--- config.mk ---
export PLATFORM = sky130hd
export DESIGN_NAME = mem_access_ctrl
export DESIGN_NICKNAME = d
export VERILOG_FILES = /design/src/rtl/mem_ctrl_pkg.sv /design/src/rtl/mem_req_detect.sv /design/src/rtl/mem_access_ctrl.sv
export SDC_FILE = /design/constraint.sdc
export NUM_CORES = 1
export LEC_CHECK = 0
export CAP_MARGIN = 10
export CORE_MARGIN = 5
export CORE_UTILIZATION = 50
export CTS_CLUSTER_DIAMETER = 30
export DETAILED_ROUTE_END_ITERATION = 6
export DONT_BUFFER_PORTS = 1
export PLACE_DENSITY = 0.72
export SETUP_SLACK_MARGIN = 0.02
export SLEW_MARGIN = 20
export SYNTH_ARGS = -nofsm -noshare
export SYNTH_HDL_FRONTEND = slang
export SYNTH_SLANG_ARGS = --single-unit
--- constraint.sdc ---
create_clock -name Clk -period 4.85 [get_ports Clk]
set_input_delay 0.485 -clock Clk [delete_from_list [all_inputs] [get_ports Clk]]
set_output_delay 0.485 -clock Clk [all_outputs]
set_load 0.01 [all_outputs]
--- src/rtl/mem_ctrl_pkg.sv ---
// Shared types and constants for the SRAM / memory-mapped I/O access controller.
package mem_ctrl_pkg;

  typedef enum logic [2:0] {
    IDLE     = 3'd0,
    RD_ACT   = 3'd1,
    RD_DONE  = 3'd2,
    WR_SETUP = 3'd3,
    WR_PULSE = 3'd4,
    WR_HOLD  = 3'd5
  } mem_state_t;

  localparam logic [15:0] IO_ADDR_DEFAULT = 16'hFFFF;
  localparam int          CNT_W           = 3;

  typedef struct packed {
    logic ce_n;
    logic oe_n;
    logic we_n;
    logic ub_n;
    logic lb_n;
    logic data_oe;
    logic busy;
    logic rd_valid;
    logic wr_done;
  } ctrl_t;

  localparam ctrl_t CTRL_IDLE = '{ce_n: 1'b1, oe_n: 1'b1, we_n: 1'b1, ub_n: 1'b1,
                                  lb_n: 1'b1, data_oe: 1'b0, busy: 1'b0,
                                  rd_valid: 1'b0, wr_done: 1'b0};

  // Control pins for a given state; an I/O access keeps every SRAM strobe inactive.
  function automatic ctrl_t decode_ctrl(input mem_state_t s, input logic io);
    ctrl_t c;
    c = CTRL_IDLE;
    case (s)
      IDLE: c = CTRL_IDLE;
      RD_ACT: begin
        c.ce_n = io;
        c.oe_n = io;
        c.ub_n = io;
        c.lb_n = io;
        c.busy = 1'b1;
      end
      RD_DONE: begin
        c.busy     = 1'b1;
        c.rd_valid = 1'b1;
      end
      WR_SETUP: begin
        c.ce_n    = io;
        c.ub_n    = io;
        c.lb_n    = io;
        c.data_oe = ~io;
        c.busy    = 1'b1;
      end
      WR_PULSE: begin
        c.ce_n    = io;
        c.we_n    = io;
        c.ub_n    = io;
        c.lb_n    = io;
        c.data_oe = ~io;
        c.busy    = 1'b1;
      end
      WR_HOLD: begin
        c.ce_n    = io;
        c.ub_n    = io;
        c.lb_n    = io;
        c.data_oe = ~io;
        c.busy    = 1'b1;
        c.wr_done = 1'b1;
      end
      default: c = CTRL_IDLE;
    endcase
    return c;
  endfunction

endpackage

--- src/rtl/mem_req_detect.sv ---
// Rising-edge detection of the sequencer's OE/WE levels; a write edge
// masks a simultaneous read edge, and edges outside IDLE are dropped.
module mem_req_detect
  import mem_ctrl_pkg::*;
(
  input  logic clk,
  input  logic rst_n,
  input  logic mem_oe,
  input  logic mem_we,
  input  logic idle,
  output logic rd_req,
  output logic wr_req
);

  logic oe_prev_r;
  logic we_prev_r;
  logic oe_rise_s;
  logic we_rise_s;

  // History tracks the levels every cycle so a held level never re-fires.
  always_ff @(posedge clk or negedge rst_n) begin
    if (!rst_n) begin
      oe_prev_r <= 1'b0;
      we_prev_r <= 1'b0;
    end else begin
      oe_prev_r <= mem_oe;
      we_prev_r <= mem_we;
    end
  end

  // Edge qualification and write-over-read arbitration.
  always_comb begin
    oe_rise_s = mem_oe & ~oe_prev_r;
    we_rise_s = mem_we & ~we_prev_r;
    wr_req    = idle & we_rise_s;
    rd_req    = idle & oe_rise_s & ~we_rise_s;
  end

endmodule

--- src/rtl/mem_access_ctrl.sv ---
// Turns sequencer OE/WE strobes into timed SRAM read/write cycles and
// decodes a single memory-mapped I/O word (switches in, hex display out).
module mem_access_ctrl
  import mem_ctrl_pkg::*;
#(
  parameter int          RD_WAIT = 1,
  parameter int          WR_WAIT = 1,
  parameter logic [15:0] IO_ADDR = IO_ADDR_DEFAULT
) (
  input  logic        Clk,
  input  logic        Reset_n,
  input  logic        Mem_OE,
  input  logic        Mem_WE,
  input  logic [15:0] MAR,
  input  logic [15:0] Wr_data,
  input  logic [15:0] Switches,
  input  logic [15:0] Data_from_SRAM,
  output logic [19:0] ADDR,
  output logic [15:0] Data_to_SRAM,
  output logic        Data_oe,
  output logic        SRAM_CE_N,
  output logic        SRAM_OE_N,
  output logic        SRAM_WE_N,
  output logic        SRAM_UB_N,
  output logic        SRAM_LB_N,
  output logic [15:0] Rd_data,
  output logic        Rd_valid,
  output logic        Wr_done,
  output logic [15:0] Hex_out,
  output logic        Busy
);

  localparam logic [CNT_W-1:0] RD_LOAD = CNT_W'(RD_WAIT - 1);
  localparam logic [CNT_W-1:0] WR_LOAD = CNT_W'(WR_WAIT - 1);
  localparam logic [CNT_W-1:0] CNT_ONE = {{(CNT_W-1){1'b0}}, 1'b1};

  mem_state_t       state_r;
  mem_state_t       state_nxt_s;
  logic [CNT_W-1:0] cnt_r;
  logic [CNT_W-1:0] cnt_nxt_s;
  logic             is_io_r;
  logic             is_io_nxt_s;
  ctrl_t            ctrl_r;
  ctrl_t            ctrl_nxt_s;
  logic             rd_req_s;
  logic             wr_req_s;
  logic [15:0]      mar_r;
  logic [15:0]      wdata_r;
  logic [15:0]      rd_data_r;
  logic [15:0]      hex_r;

  mem_req_detect u_req_detect (
    .clk    (Clk),
    .rst_n  (Reset_n),
    .mem_oe (Mem_OE),
    .mem_we (Mem_WE),
    .idle   (state_r == IDLE),
    .rd_req (rd_req_s),
    .wr_req (wr_req_s)
  );

  // Next-state and wait-counter logic; the counter is loaded with WAIT-1 on entry.
  always_comb begin
    state_nxt_s = state_r;
    cnt_nxt_s   = cnt_r;
    is_io_nxt_s = is_io_r;
    case (state_r)
      IDLE: begin
        if (wr_req_s) begin
          state_nxt_s = WR_SETUP;
          cnt_nxt_s   = '0;
          is_io_nxt_s = (MAR == IO_ADDR);
        end else if (rd_req_s) begin
          state_nxt_s = RD_ACT;
          cnt_nxt_s   = RD_LOAD;
          is_io_nxt_s = (MAR == IO_ADDR);
        end else begin
          cnt_nxt_s = '0;
        end
      end
      RD_ACT: begin
        if (cnt_r == '0) begin
          state_nxt_s = RD_DONE;
          cnt_nxt_s   = '0;
        end else begin
          cnt_nxt_s = cnt_r - CNT_ONE;
        end
      end
      RD_DONE: begin
        state_nxt_s = IDLE;
        cnt_nxt_s   = '0;
      end
      WR_SETUP: begin
        state_nxt_s = WR_PULSE;
        cnt_nxt_s   = WR_LOAD;
      end
      WR_PULSE: begin
        if (cnt_r == '0) begin
          state_nxt_s = WR_HOLD;
          cnt_nxt_s   = '0;
        end else begin
          cnt_nxt_s = cnt_r - CNT_ONE;
        end
      end
      WR_HOLD: begin
        state_nxt_s = IDLE;
        cnt_nxt_s   = '0;
      end
      default: begin
        state_nxt_s = IDLE;
        cnt_nxt_s   = '0;
      end
    endcase
    ctrl_nxt_s = decode_ctrl(state_nxt_s, is_io_nxt_s);
  end

  // FSM registers; control pins are registered alongside the state they belong to.
  always_ff @(posedge Clk or negedge Reset_n) begin
    if (!Reset_n) begin
      state_r <= IDLE;
      cnt_r   <= '0;
      is_io_r <= 1'b0;
      ctrl_r  <= CTRL_IDLE;
    end else begin
      state_r <= state_nxt_s;
      cnt_r   <= cnt_nxt_s;
      is_io_r <= is_io_nxt_s;
      ctrl_r  <= ctrl_nxt_s;
    end
  end

  // Address/data latches, read capture and the I/O display register.
  always_ff @(posedge Clk or negedge Reset_n) begin
    if (!Reset_n) begin
      mar_r     <= 16'h0000;
      wdata_r   <= 16'h0000;
      rd_data_r <= 16'h0000;
      hex_r     <= 16'h0000;
    end else begin
      if (rd_req_s || wr_req_s) begin
        mar_r   <= MAR;
        wdata_r <= Wr_data;
      end
      if (state_r == RD_ACT && cnt_r == '0) begin
        rd_data_r <= is_io_r ? Switches : Data_from_SRAM;
      end
      if (state_r == WR_PULSE && cnt_r == '0 && is_io_r) begin
        hex_r <= wdata_r;
      end
    end
  end

  assign ADDR         = {4'h0, mar_r};
  assign Data_to_SRAM = wdata_r;
  assign Data_oe      = ctrl_r.data_oe;
  assign SRAM_CE_N    = ctrl_r.ce_n;
  assign SRAM_OE_N    = ctrl_r.oe_n;
  assign SRAM_WE_N    = ctrl_r.we_n;
  assign SRAM_UB_N    = ctrl_r.ub_n;
  assign SRAM_LB_N    = ctrl_r.lb_n;
  assign Rd_data      = rd_data_r;
  assign Rd_valid     = ctrl_r.rd_valid;
  assign Wr_done      = ctrl_r.wr_done;
  assign Hex_out      = hex_r;
  assign Busy         = ctrl_r.busy;

endmodule

==> results.cfg <==
[outcome]
status = finished clean

[sta]
period_minus_slack_ps = 2029
tightest_slew_ps = 1060
setup-violations-final = 0
min_period_over_period_pct = 41.82
relSlewSlack_pct = 29.05
fmax_ghz = 0.4930
clock_skew_ps = 9.663
rsz0062_at_grt = no
tns_ps = 0
maxSlewViolCount = 0
hold_viol = 0

[clock_tree]
path_clk_slew_ps = 90
cts-buffers-inserted = 9
ctsResizeCount = 0
cts_tree = done
cts.sinks = 80
clock_latency_ps = 340
cts-root-buf = clkbuf_8
htreeDepth = 3
clockBufferDepth = 2
cts_hold_buf = 1
cts_setup_buffers = 0

[final_layout]
nNetsFinal = 306
multi_input_area_mm2 = 0.001192
fillers = 529
regArea_mm2 = 0.002006
area_growth_pct = 8.771
post_layout_nonfiller_instances = 320
antenna_cells = 0
drive_above_1_share_pct = 30.04
utilization_pct = 56.37

[yosys]
synth_top_area_share_pct = 58.22
synth_cells = 240
synth.yosys.seq_area_share_pct = 60.60
synth-edff-count = 0
synth_largest_area_cell = dfrtp_1
async_reset_ff_share_pct = 100.0
ys_seq_elements = 80
synthFlopType = dfrtp_1
yosysMostFrequentCell = dfrtp_1
ys_top_cells_by_count = dfrtp_1, mux2_2, nand2_1
syn_avg_cell_area_um2 = 13.79
ys_types = 35
yosys_warnings = 0
yosys-top-cells-area = dfrtp_1, mux2_2, mux2i_1
synth_area_mm2 = 0.003309

[floorplanning]
die_x_um = 91.36
initial_core_util_pct = 51.82
rows = 29
io_pins = 145
dieArea_mm2 = 0.008346
die_h_um = 91.36
core_mm2 = 0.006386

[setup_path]
required_ps = 5100
path_max_fanout = 34
arrival_ps = 2280
start_kind = flip-flop
crit_path_end_kind = flip-flop
critical_path_class = flip-flop to flip-flop

[route]
drt-wirelength-per-cell_um = 20.17
vias = 1798
drc = 0
ant_nets = 0
drtIter0Drc = 41
drt-total-wl_mm = 6.454
via_per_inst = 5.619
drt-pass1-iter-count = 4

[grt]
grt_max_degree = 81
overflow = 0
grt_pass1_wl_mm = 10.44
grt_usage_pct = 15.76
grt_antenna_before_repair = 0
grt_pass1_vias = 2021

[power]
p_per_area_mw_per_mm2 = 633.6
leakage_nw = 1.644
vdd_drop_max_uv = 325.2

[placed_design]
port_buffers = 0
place_inst = 303
hpwlAfterDp_mm = 4.658
gp_congestion = 0.7100

[run]
max_cap_viol_count = 0

[hold_path]
hold_path.class = primary input to asynchronous set/reset pin
==> state kept, by name, summed over array words and instances (netlist names) <==
name,flops
Data_to_SRAM,16
Hex_out,16
Rd_data,16
mar_r,16
cnt_r,3
state_r,3
Busy,1
Data_oe,1
Rd_valid,1
SRAM_CE_N,1
SRAM_OE_N,1
SRAM_WE_N,1
Wr_done,1
is_io_r,1
u_req_detect.oe_prev_r,1
u_req_detect.we_prev_r,1
==> logic make-up (layout without fill, tap and decap cells) <==
logic type             after synthesis  after routing  share of synthesized area (%)
flip-flops                          80             80                          60.61
multiplexers                        66             66                          22.91
AND/OR/NAND/NOR                     51             51                          8.430
AO/OA/AOI/OAI                       22             22                          3.857
buffers and inverters               20             20                          4.083
other                                1              4                         0.1133
==> metal layers <==
layer,vias to the layer above,global-route usage [%],wire length (um)
met5,-,0,0
met4,0,6.724,120
met3,12,7.769,740
met2,103,23.80,3015
met1,859,19.19,2578
li1,824,-,-
==> report_power, final <==
part	total, mW	internal [mW]	switching [mW]	leakage [nW]
Combinational	0.422	0.225	0.197	0.512
Clock	0.630	0.396	0.234	0.134
Sequential	1.23	0.915	0.314	0.998
==> cells in the final DEF (no fill, tap or decap) <==
cell type  synthesis  layout
dfrtp_1           77      77
mux2_2            38      38
nand2_1           21      21
mux2i_1           18      18
o21ai_0           16      16
mux2_4            10      10
clkbuf_8           1       9
nor2b_1            4       4
nor3_1             4       4
nor2_1             4       4
nand4_1            4       4
conb_1             1       4
bufinv_16          0       4
dfstp_2            3       3
inv_1              3       3
nor4_1             2       2
nand2b_1           2       2
nand3_1            3       2
nor3b_1            2       2
and2_1             1       1
or4_1              1       1
o21a_1             1       1
a21o_1             1       1
a21oi_1            1       1
nor4_4             1       1
nor2b_4            1       1
nand3_2            0       1
o32a_1             1       1
o21ai_4            0       1
o32ai_1            1       1
nand2_4            1       1
clkinv_2           0       1
clkinv_4           0       1
inv_6              0       1
buf_16             0       1
==> critical path, stage by stage, from the launching register on <==
cell and delay [ps]:
dfrtp_1 350, nor2b_1 100, o21ai_4 850, mux2i_1 360, inv_1 110, nor3b_1 170
==> worst paths after layout <==
check / from / to / slack, ps / cells after the start
max in group asynchronous: Reset_n / SRAM_WE_N / 4440 / 1
worst max-delay path: u_req_detect.we_prev_r / Data_oe / 2820 / 5
worst max register to register: u_req_detect.we_prev_r / Data_oe / 2820 / 5
min in group Clk: Mem_OE / u_req_detect.oe_prev_r / 170 / 0
worst min-delay path: Reset_n / Hex_out[12] / 40 / 1
worst min register to register: Rd_data[11] / Rd_data[11] / 550 / 2
==> final cells by class <==
| type | count | area share, % |
|---|---|---|
| clock inverter | 7 | 3.962 |
| timing repair buffer | 1 | 0.7647 |
| tap | 77 | 2.676 |
| sequential | 80 | 55.72 |
| clock buffer | 9 | 3.441 |
| inverter | 3 | 0.3128 |
| multi-input combinational | 143 | 33.12 |
==> through the flow <==
stage | hold WS [ps] | area, um2 | setup slack [ps] | total power [mW]
global route | 46.86 | 3600 | 2584 | 2.443
CTS | 37.55 | 3595 | 2475 | 2.315
finish | 37.58 | 3600 | 2821 | 2.281
detailed placement | 191.9 | 3301 | 2489 | 1.660
floorplan | 189.4 | 3321 | 3222 | 1.553
global placement | 191.8 | 3301 | 2625 | 1.636
Note: power is estimated with default switching activity, not from simulation.
